==> src/rtl/pingpong_read_stream.sv <==
// Reads full ping-pong RAM banks in strict 0,1,0,1 order, streams the words out
// through a 2-entry skid FIFO and hands each drained bank back to the writer.
module pingpong_read_stream #(
  parameter int unsigned DATA_W = 8,
  parameter int unsigned ADDR_W = 5,
  parameter int unsigned DEPTH  = 32
) (
  input  logic              clk,
  input  logic              resetn,
  input  logic              bank0_full,
  input  logic              bank1_full,
  output logic              ram1_read_en,
  output logic [ADDR_W-1:0] ram1_read_address,
  input  logic [DATA_W-1:0] ram1_read,
  output logic              ram2_read_en,
  output logic [ADDR_W-1:0] ram2_read_address,
  input  logic [DATA_W-1:0] ram2_read,
  output logic [DATA_W-1:0] out_data,
  output logic              out_valid,
  input  logic              out_ready,
  output logic              bank0_release,
  output logic              bank1_release,
  output logic              overrun
);

  typedef enum logic [1:0] {
    StIdle,
    StRead,
    StDrain
  } state_e;

  state_e            r_state;
  logic              r_exp_bank;
  logic              r_pend0;
  logic              r_pend1;
  logic              r_inflight;
  logic              r_overrun;
  logic [ADDR_W-1:0] r_addr;
  logic [DATA_W-1:0] r_fifo [2];
  logic              r_rd_ptr;
  logic              r_wr_ptr;
  logic [1:0]        r_count;

  logic              w_pop;
  logic              w_push;
  logic [2:0]        w_occ;
  logic              w_issue;
  logic              w_last;
  logic              w_release;
  logic              w_rel0;
  logic              w_rel1;
  logic              w_exp_pend;
  logic [DATA_W-1:0] w_rd_data;

  assign out_valid  = (r_count != 2'd0);
  assign out_data   = r_fifo[r_rd_ptr];
  assign w_pop      = out_valid & out_ready;
  assign w_push     = r_inflight;

  // Occupancy the FIFO will have once everything already requested has landed.
  assign w_occ      = {1'b0, r_count} + {2'b00, r_inflight} - {2'b00, w_pop};
  assign w_issue    = (r_state == StRead) && (w_occ < 3'd2);
  assign w_last     = (r_addr == ADDR_W'(DEPTH - 1));
  assign w_release  = (r_state == StDrain) && !r_inflight;
  assign w_rel0     = w_release & ~r_exp_bank;
  assign w_rel1     = w_release & r_exp_bank;
  assign w_exp_pend = r_exp_bank ? r_pend1 : r_pend0;
  assign w_rd_data  = r_exp_bank ? ram2_read : ram1_read;

  assign ram1_read_en      = w_issue & ~r_exp_bank;
  assign ram2_read_en      = w_issue & r_exp_bank;
  assign ram1_read_address = ((r_state == StRead) && !r_exp_bank) ? r_addr : '0;
  assign ram2_read_address = ((r_state == StRead) && r_exp_bank) ? r_addr : '0;
  assign bank0_release     = w_rel0;
  assign bank1_release     = w_rel1;
  assign overrun           = r_overrun;

  always_ff @(posedge clk or negedge resetn) begin
    if (!resetn) begin
      r_state    <= StIdle;
      r_addr     <= '0;
      r_exp_bank <= 1'b0;
    end else begin
      unique case (r_state)
        StIdle: begin
          if (w_exp_pend) begin
            r_addr  <= '0;
            r_state <= StRead;
          end
        end
        StRead: begin
          if (w_issue) begin
            if (w_last) begin
              r_state <= StDrain;
            end else begin
              r_addr <= r_addr + ADDR_W'(1);
            end
          end
        end
        StDrain: begin
          if (!r_inflight) begin
            r_exp_bank <= ~r_exp_bank;
            r_state    <= StIdle;
          end
        end
        default: r_state <= StIdle;
      endcase
    end
  end

  // A full pulse landing on the release cycle re-arms the bank without error.
  always_ff @(posedge clk or negedge resetn) begin
    if (!resetn) begin
      r_pend0   <= 1'b0;
      r_pend1   <= 1'b0;
      r_overrun <= 1'b0;
    end else begin
      r_pend0 <= (r_pend0 & ~w_rel0) | bank0_full;
      r_pend1 <= (r_pend1 & ~w_rel1) | bank1_full;
      if ((bank0_full & r_pend0 & ~w_rel0) || (bank1_full & r_pend1 & ~w_rel1)) begin
        r_overrun <= 1'b1;
      end
    end
  end

  always_ff @(posedge clk or negedge resetn) begin
    if (!resetn) begin
      r_inflight <= 1'b0;
    end else begin
      r_inflight <= w_issue;
    end
  end

  always_ff @(posedge clk or negedge resetn) begin
    if (!resetn) begin
      r_fifo[0] <= '0;
      r_fifo[1] <= '0;
      r_rd_ptr  <= 1'b0;
      r_wr_ptr  <= 1'b0;
      r_count   <= 2'd0;
    end else begin
      if (w_push) begin
        r_fifo[r_wr_ptr] <= w_rd_data;
        r_wr_ptr         <= ~r_wr_ptr;
      end
      if (w_pop) begin
        r_rd_ptr <= ~r_rd_ptr;
      end
      unique case ({w_push, w_pop})
        2'b10:   r_count <= r_count + 2'd1;
        2'b01:   r_count <= r_count - 2'd1;
        default: r_count <= r_count;
      endcase
    end
  end

endmodule

==> config.mk <==
export PLATFORM = sky130hd
export DESIGN_NAME = pingpong_read_stream
export DESIGN_NICKNAME = d
export VERILOG_FILES = /design/src/rtl/pingpong_read_stream.sv
export SDC_FILE = /design/constraint.sdc
export NUM_CORES = 1
export LEC_CHECK = 0
export BUFFER_PORTS_ARGS = -buffer_cell sky130_fd_sc_hd__buf_4
export CORE_MARGIN = 3
export CORE_UTILIZATION = 50
export CTS_BUF_LIST = sky130_fd_sc_hd__clkbuf_4 sky130_fd_sc_hd__clkbuf_8
export CTS_CLUSTER_SIZE = 14
export DETAILED_ROUTE_END_ITERATION = 10
export GPL_ROUTABILITY_DRIVEN = 0
export PLACE_DENSITY = 0.76
export SLEW_MARGIN = 20
export SYNTH_ARGS = -nofsm -noshare
export SYNTH_HDL_FRONTEND = slang
export SYNTH_SLANG_ARGS = --single-unit
==> constraint.sdc <==
create_clock -name clk -period 5.6 [get_ports clk]
set_input_delay 0.84 -clock clk [delete_from_list [all_inputs] [get_ports clk]]
set_output_delay 0.84 -clock clk [all_outputs]
set_load 0.01 [all_outputs]
==> reports/metrics.yaml, run 1 <==
crit_path_max_incr_delay_ns: 0.41
grt_first_pass_wirelength_um: 6150
setup_viol: 0
clockBufferDepth: 2
boundaryPins: 45
final.setup_skew_ns: 0.00666
coreArea_sq_um: 3130
whs_ns: 0.413
htreeDepth: 2
most-common-layout-cells: "buf_4, dfrtp_1, nand2_1"
yosys_register_bits: 32
cts_root_buf: "clkbuf_4"
netlist_instances: 157
dp_hpwl_um: 2570
worstSetupStartpointType: "input pin"
crit_end: "ram2_read_en"
syn_area_sq_um: 1680
clock.fmax_mhz: 301
critPathSlowestCell: "fa_1"
ant_nets: 0
drv_slew: 0
hold_viol: 0
fill_cells: 265
avgRoutedWirePerCell_um: 14.6
multi_input_area_sq_um: 817
die_area_sq_um: 4080
portBuffers: 44
register_area_sq_um: 801
drive_gt1_frac: 0.335
r2r_slack_ns: 3.24
finalCritPeriodShare: 0.592
crit_type: "in2out"
layout_commonest_cell: "buf_4"
detail_route.iter0.violations: 52
grt_usage: 0.196
worstHoldPathType: "in2async"
cts_resized: 0
crit_chain: "buf_4 > and3b_1 > a21oi_1 > nand2b_1 > fa_1 > xnor2_2 > and4_1 > buf_4"
max-slew-margin-rel: 0.434
grt_max_degree: 33
timing.rr.end: "r_addr[0]$_DFFE_PN0P_"
required_ns: 4.76
end_kind: "output port"
die_h_um: 63.9
crit_top_cell: "buf_4"
grt_setup_unrepaired: "no"
antenna_found_initial: 0
total_leakage_power_nw: 0.976
rows: 20
fin_cells: 244
synth_cell_types: 37
path_max_fanout: 8
layout_min_cycle_time_ns: 3.32
cts_buffers: 5
grt_pass1_vias: 1421
clk_pin_slew_ns: 0.09
drt-total-wl_um: 3550
status: "complete, no violations"
drc: 0
place_inst: 237
areaGrowthSynthToFinish_pct: 24.3
grt_remaining_overflow: 0
syn_area_per_cell_sq_um: 10.7
nNetsFinal: 224
arrival_ns: 2.48
post-route-util: 0.666
r2r_cells: 7
viasPerCell: 5.45
ir_drop_mv: 0.312
hold_buffers: 0
reg2reg_from: "r_count[1]$_DFFE_PN0P_"
worst_slew_pin_slew_ns: 0.849
die_x_um: 63.9
first_pass_iters: 4
crit_start: "out_ready"
vias: 1331
yosysWarnings: 0
final.setup.tns_ns: 0
cts_setup_buffers: 0
powerDensity_nw_per_um2: 518
max_cap_viol_count: 0
synth_fp_nets: 181
cts_tree: "done"
insertion_delay_ns: 0.35
antenna_cells: 0
cts_sinks: 32
seq_area_frac_synth: 0.478
start_util: 0.536
-- cell usage after synthesis --
| library cell | count | area [sq um] |
|---|---|---|
| or4b_4 | 1 | 13.8 |
| or2_2 | 1 | 6.26 |
| ha_1 | 2 | 25.0 |
| nor2b_1 | 1 | 6.26 |
| clkbuf_1 | 3 | 11.3 |
| and3b_1 | 1 | 8.76 |
| o31ai_1 | 2 | 15.0 |
| and4_1 | 1 | 8.76 |
| a22o_1 | 2 | 17.5 |
| and3_1 | 9 | 56.3 |
| fa_1 | 1 | 20.0 |
| a41oi_1 | 1 | 8.76 |
| xnor2_1 | 2 | 17.5 |
| xor2_1 | 1 | 8.76 |
| a21oi_1 | 11 | 55.1 |
| nor2_1 | 9 | 33.8 |
| buf_2 | 4 | 20.0 |
| and2_1 | 7 | 43.8 |
| dfrtp_1 | 32 | 801 |
| o21bai_1 | 1 | 7.51 |
| nand4bb_1 | 1 | 11.3 |
| mux2i_1 | 11 | 110 |
| a2bb2o_4 | 1 | 20.0 |
| a22oi_2 | 1 | 12.5 |
| and4bb_2 | 1 | 12.5 |
| mux2_2 | 10 | 113 |
| nor3_1 | 2 | 10.0 |
| nand2b_1 | 4 | 25.0 |
| inv_1 | 4 | 15.0 |
| xnor2_2 | 1 | 16.3 |
| a21o_1 | 2 | 15.0 |
| buf_6 | 1 | 11.3 |
| o21ai_0 | 9 | 45.0 |
| a31oi_1 | 1 | 6.26 |
| nand2_1 | 12 | 45.0 |
| nand3_1 | 3 | 15.0 |
| and2b_1 | 1 | 7.51 |
-- per-stage QoR --
| step | total power [W] | worst slack, ns | area, sq um |
|---|---|---|---|
| 2_1_floorplan | 0.000750 | 2.58 | 1680 |
| 3_3_place_gp | 0.000919 | 2.34 | 2020 |
| 3_5_place_dp | 0.000938 | 2.29 | 2020 |
| 4_1_cts | 0.00109 | 2.28 | 2080 |
| 5_1_grt | 0.00117 | 2.15 | 2080 |
| 6_report | 0.00108 | 2.28 | 2080 |
-- state kept, by name (all words and copies together) (netlist names), 2 cells and up --
signal,flops
r_addr,5
r_fifo,16
r_count,2
r_state,2
-- routing by layer --
layer	routed length, um	GRT usage	vias to the layer above
li1	-	-	639
met1	1460	0.210	648
met2	1810	0.345	37
met3	214	0.0580	7
met4	76	0.102	0
met5	0	0	-
-- worst min-delay path by stage --
| stage | slack (ns) | to | depth (start not counted) |
|---|---|---|---|
| final | 0.41 | r_fifo[11]$_DFFE_PN0P_ | 1 |
| after detailed placement | 0.46 | overrun$_DFFE_PN0P_ | 2 |
| after global placement | 0.46 | overrun$_DFFE_PN0P_ | 2 |
| after global routing | 0.44 | r_fifo[2]$_DFFE_PN0P_ | 1 |
| after floorplan | 0.45 | r_fifo[10]$_DFFE_PN0P_ | 2 |
| after CTS | 0.42 | r_addr[1]$_DFFE_PN0P_ | 1 |
-- critical path: cells and delay by family --
| kind | cells | cell delay (ns) |
|---|---|---|
| buffers and inverters | 2 | 0.23 |
| AO/OA/AOI/OAI | 1 | 0.07 |
| XOR/XNOR | 1 | 0.32 |
| adder cells (fa/ha/maj) | 1 | 0.41 |
| AND/OR/NAND/NOR | 3 | 0.60 |
-- cell type report --
type                       instances  area share
tap                               44      0.0264
multi-input combinational        113       0.392
inverter                           4     0.00721
clock buffer                       7      0.0312
sequential                        32       0.384
timing repair buffer              44       0.159
-- where the power goes --
group          total [W]  switching (W)  internal, W
Sequential      0.000413      0.0000874     0.000326
Clock           0.000151      0.0000795    0.0000711
Combinational   0.000516       0.000236     0.000280
Total            0.00108       0.000402     0.000677
-- kinds of logic after synthesis --
kind of cell,count (synthesis),synth area share
multiplexers,21,0.133
flip-flops,32,0.478
AO/OA/AOI/OAI,31,0.121
buffers and inverters,12,0.0344
XOR/XNOR,4,0.0254
adder cells (fa/ha/maj),3,0.0269
AND/OR/NAND/NOR,54,0.181
Note: power is estimated with default switching activity, not from simulation.
==> inputs of run 2 (changes only) <==
CORE_UTILIZATION = 49   (was 50)
PLACE_DENSITY = 0.78   (was 0.76)
clock period = 2.8 ns   (was 5.6 ns; I/O delays follow)
==> reports/metrics.yaml, run 2 (synthesis gave the netlist of run 1 again) <==
status: "complete, no violations"  # unchanged
first_pass_iters: 4  # unchanged
crit_chain: "and3b_1 > a21oi_1 > nand2b_1 > fa_2 > xnor2_4 > and4_1 > buf_4"  # was buf_4 > and3b_1 > a21oi_1 > nand2b_1 > fa_1 > xnor2_2 > and4_1 > buf_4
die_h_um: 64.5  # was 63.9 um
setup_viol: 0  # unchanged
cts_tree: "done"  # unchanged
vias: 1342  # was 1331
die_x_um: 64.5  # was 63.9 um
dpl-instance-area_sq_um: 2030  # was 2020 sq um
ir_drop_mv: 0.526  # was 0.312 mV
drc: 0  # unchanged
rows: 20  # unchanged
max_cap_viol_count: 0  # unchanged
grt_usage: 0.190  # was 0.196
largest_reg_flops: 16  # unchanged
finalPower_w: 0.00221  # was 0.00108 W
top_register: "r_fifo"  # unchanged
grt_max_degree: 33  # unchanged
final.setup_skew_ns: 0.00539  # was 0.00666 ns
worstSetupStartpointType: "register"  # was input pin
grt_pass1_vias: 1394  # was 1421
clock.fmax_mhz: 373
drive_gt1_frac: 0.358  # was 0.335
required_ns: 2.38  # was 4.76 ns
die_area_sq_um: 4160  # was 4080 sq um
hold_buffers: 0  # unchanged
design_area_sq_um: 2110  # was 2080 sq um
post-route-util: 0.670  # was 0.666
drv_slew: 0  # unchanged
cts_buffers: 5  # unchanged
cts_sinks: 32  # unchanged
htreeDepth: 2  # unchanged
end_kind: "output port"  # unchanged
worst_slack_ns: 0.121  # was 2.28 ns
avgRoutedWirePerCell_um: 15.0  # was 14.6 um
start_util: 0.531  # was 0.536
clockBufferDepth: 2  # unchanged
dp_hpwl_um: 2670  # was 2570 um
antenna_cells: 0  # unchanged
total_leakage_power_nw: 0.990  # was 0.976 nW
nNetsFinal: 228  # was 224
clk_pin_slew_ns: 0.09  # about the same
viasPerCell: 5.41  # was 5.45
portBuffers: 44  # unchanged
crit_type: "reg2out"  # was in2out
r2r_slack_ns: 0.40  # was 3.24 ns
critPathSlowestCell: "dfrtp_1"  # was fa_1
path_max_fanout: 5  # was 8
grt_first_pass_wirelength_um: 6280  # was 6150 um
worstHoldPathType: "in2async"  # unchanged
powerDensity_nw_per_um2: 1040  # was 518 nW/um^2
finalCritPeriodShare: 0.957
grt_remaining_overflow: 0  # unchanged
ant_nets: 0  # unchanged
hold_viol: 0  # unchanged
coreArea_sq_um: 3150  # was 3130 sq um
crit_path_max_incr_delay_ns: 0.43  # was 0.41 ns
antenna_found_initial: 0  # unchanged
most-common-layout-cells: "buf_4, dfrtp_1, nand2_1"  # unchanged
place_ws_ns: 0.284  # was 2.29 ns
detail_route.iter0.violations: 49  # was 52
drt-total-wl_um: 3720  # was 3550 um
whs_ns: 0.00724  # was 0.413 ns
layout_commonest_cell: "buf_4"  # unchanged
r2r_cells: 7  # unchanged
cts_root_buf: "clkbuf_4"  # unchanged
fill_cells: 265  # unchanged
areaGrowthSynthToFinish_pct: 26.1  # was 24.3%
arrival_ns: 2.26  # was 2.48 ns
layout_min_cycle_time_ns: 2.68
reg_top3: "r_fifo x16, r_addr x5"  # unchanged
worst_slew_pin_slew_ns: 0.555  # was 0.849 ns
insertion_delay_ns: 0.32  # was 0.35 ns
max-slew-margin-rel: 0.630  # was 0.434
boundaryPins: 45  # unchanged
[run 2: changes by cell type in the layout (fill, tap and decap cells not counted), sizes merged]
cell,delta
buf,+4
clkbuf,-1
clkinv,+1
[run 2: final cells by class]
type | count | area (sq um) | area share
Tap cell | 44 | 55.1 | 0.0261
Multi-Input combinational cell | 113 | 831 | 0.393
Inverter | 4 | 15.0 | 0.00710
Clock buffer | 6 | 45.0 | 0.0213
Timing Repair Buffer | 48 | 360 | 0.171
Sequential cell | 32 | 802 | 0.380
Clock inverter | 1 | 5.00 | 0.00237
[run 2: critical path, delay by kind of cell, from the launching register on]
| kind | cells | cell delay (ns) |
|---|---|---|
| AND/OR/NAND/NOR | 3 | 0.70 |
| flip-flops | 1 | 0.43 |
| adder cells (fa/ha/maj) | 1 | 0.41 |
| XOR/XNOR | 1 | 0.19 |
| buffers and inverters | 1 | 0.12 |
| AO/OA/AOI/OAI | 1 | 0.09 |
[run 2: routing by layer]
layer	share of wire	global-route usage	vias up
met5	0	0	-
met1	0.40	0.224	639
li1	-	-	647
met4	0.020	0.0739	0
met2	0.51	0.327	47
met3	0.063	0.0520	9
[run 2: what timing repair did]
item	in CTS	in global routing
resized for setup	1	2
setup buffers	0	3
gates cloned	0	0
setup endpoints to repair	2	2
pin swaps	0	1
[run 2: final timing paths]
| kind | startpoint | end |
|---|---|---|
| worst max-delay path | r_count[0]$_DFFE_PN0P_ | ram2_read_en |
| worst min-delay path | resetn | r_fifo[15]$_DFFE_PN0P_ |
| worst max register to register | r_count[1]$_DFFE_PN0P_ | r_addr[0]$_DFFE_PN0P_ |
| worst min register to register | r_fifo[15]$_DFFE_PN0P_ | r_fifo[15]$_DFFE_PN0P_ |
| max in group asynchronous | resetn | r_count[1]$_DFFE_PN0P_ |
| min in group clk | bank1_full | r_pend1$_DFF_PN0_ |
[run 2: power by group]
group	switching, W	leakage, nW	total (W)	internal (W)
clock	0.000147	0.0315	0.000249	0.000102
sequential	0.000172	0.368	0.000825	0.000653
combinational	0.000523	0.590	0.00113	0.000609
[run 2: per-stage QoR]
| stage | TNS, ns | std cells |
|---|---|---|
| after floorplan | 0 | 157 |
| after global placement | 0 | 238 |
| after detailed placement | 0 | 238 |
| after CTS | 0 | 245 |
| after global routing | -0.0185 | 248 |
| final | 0 | 248 |
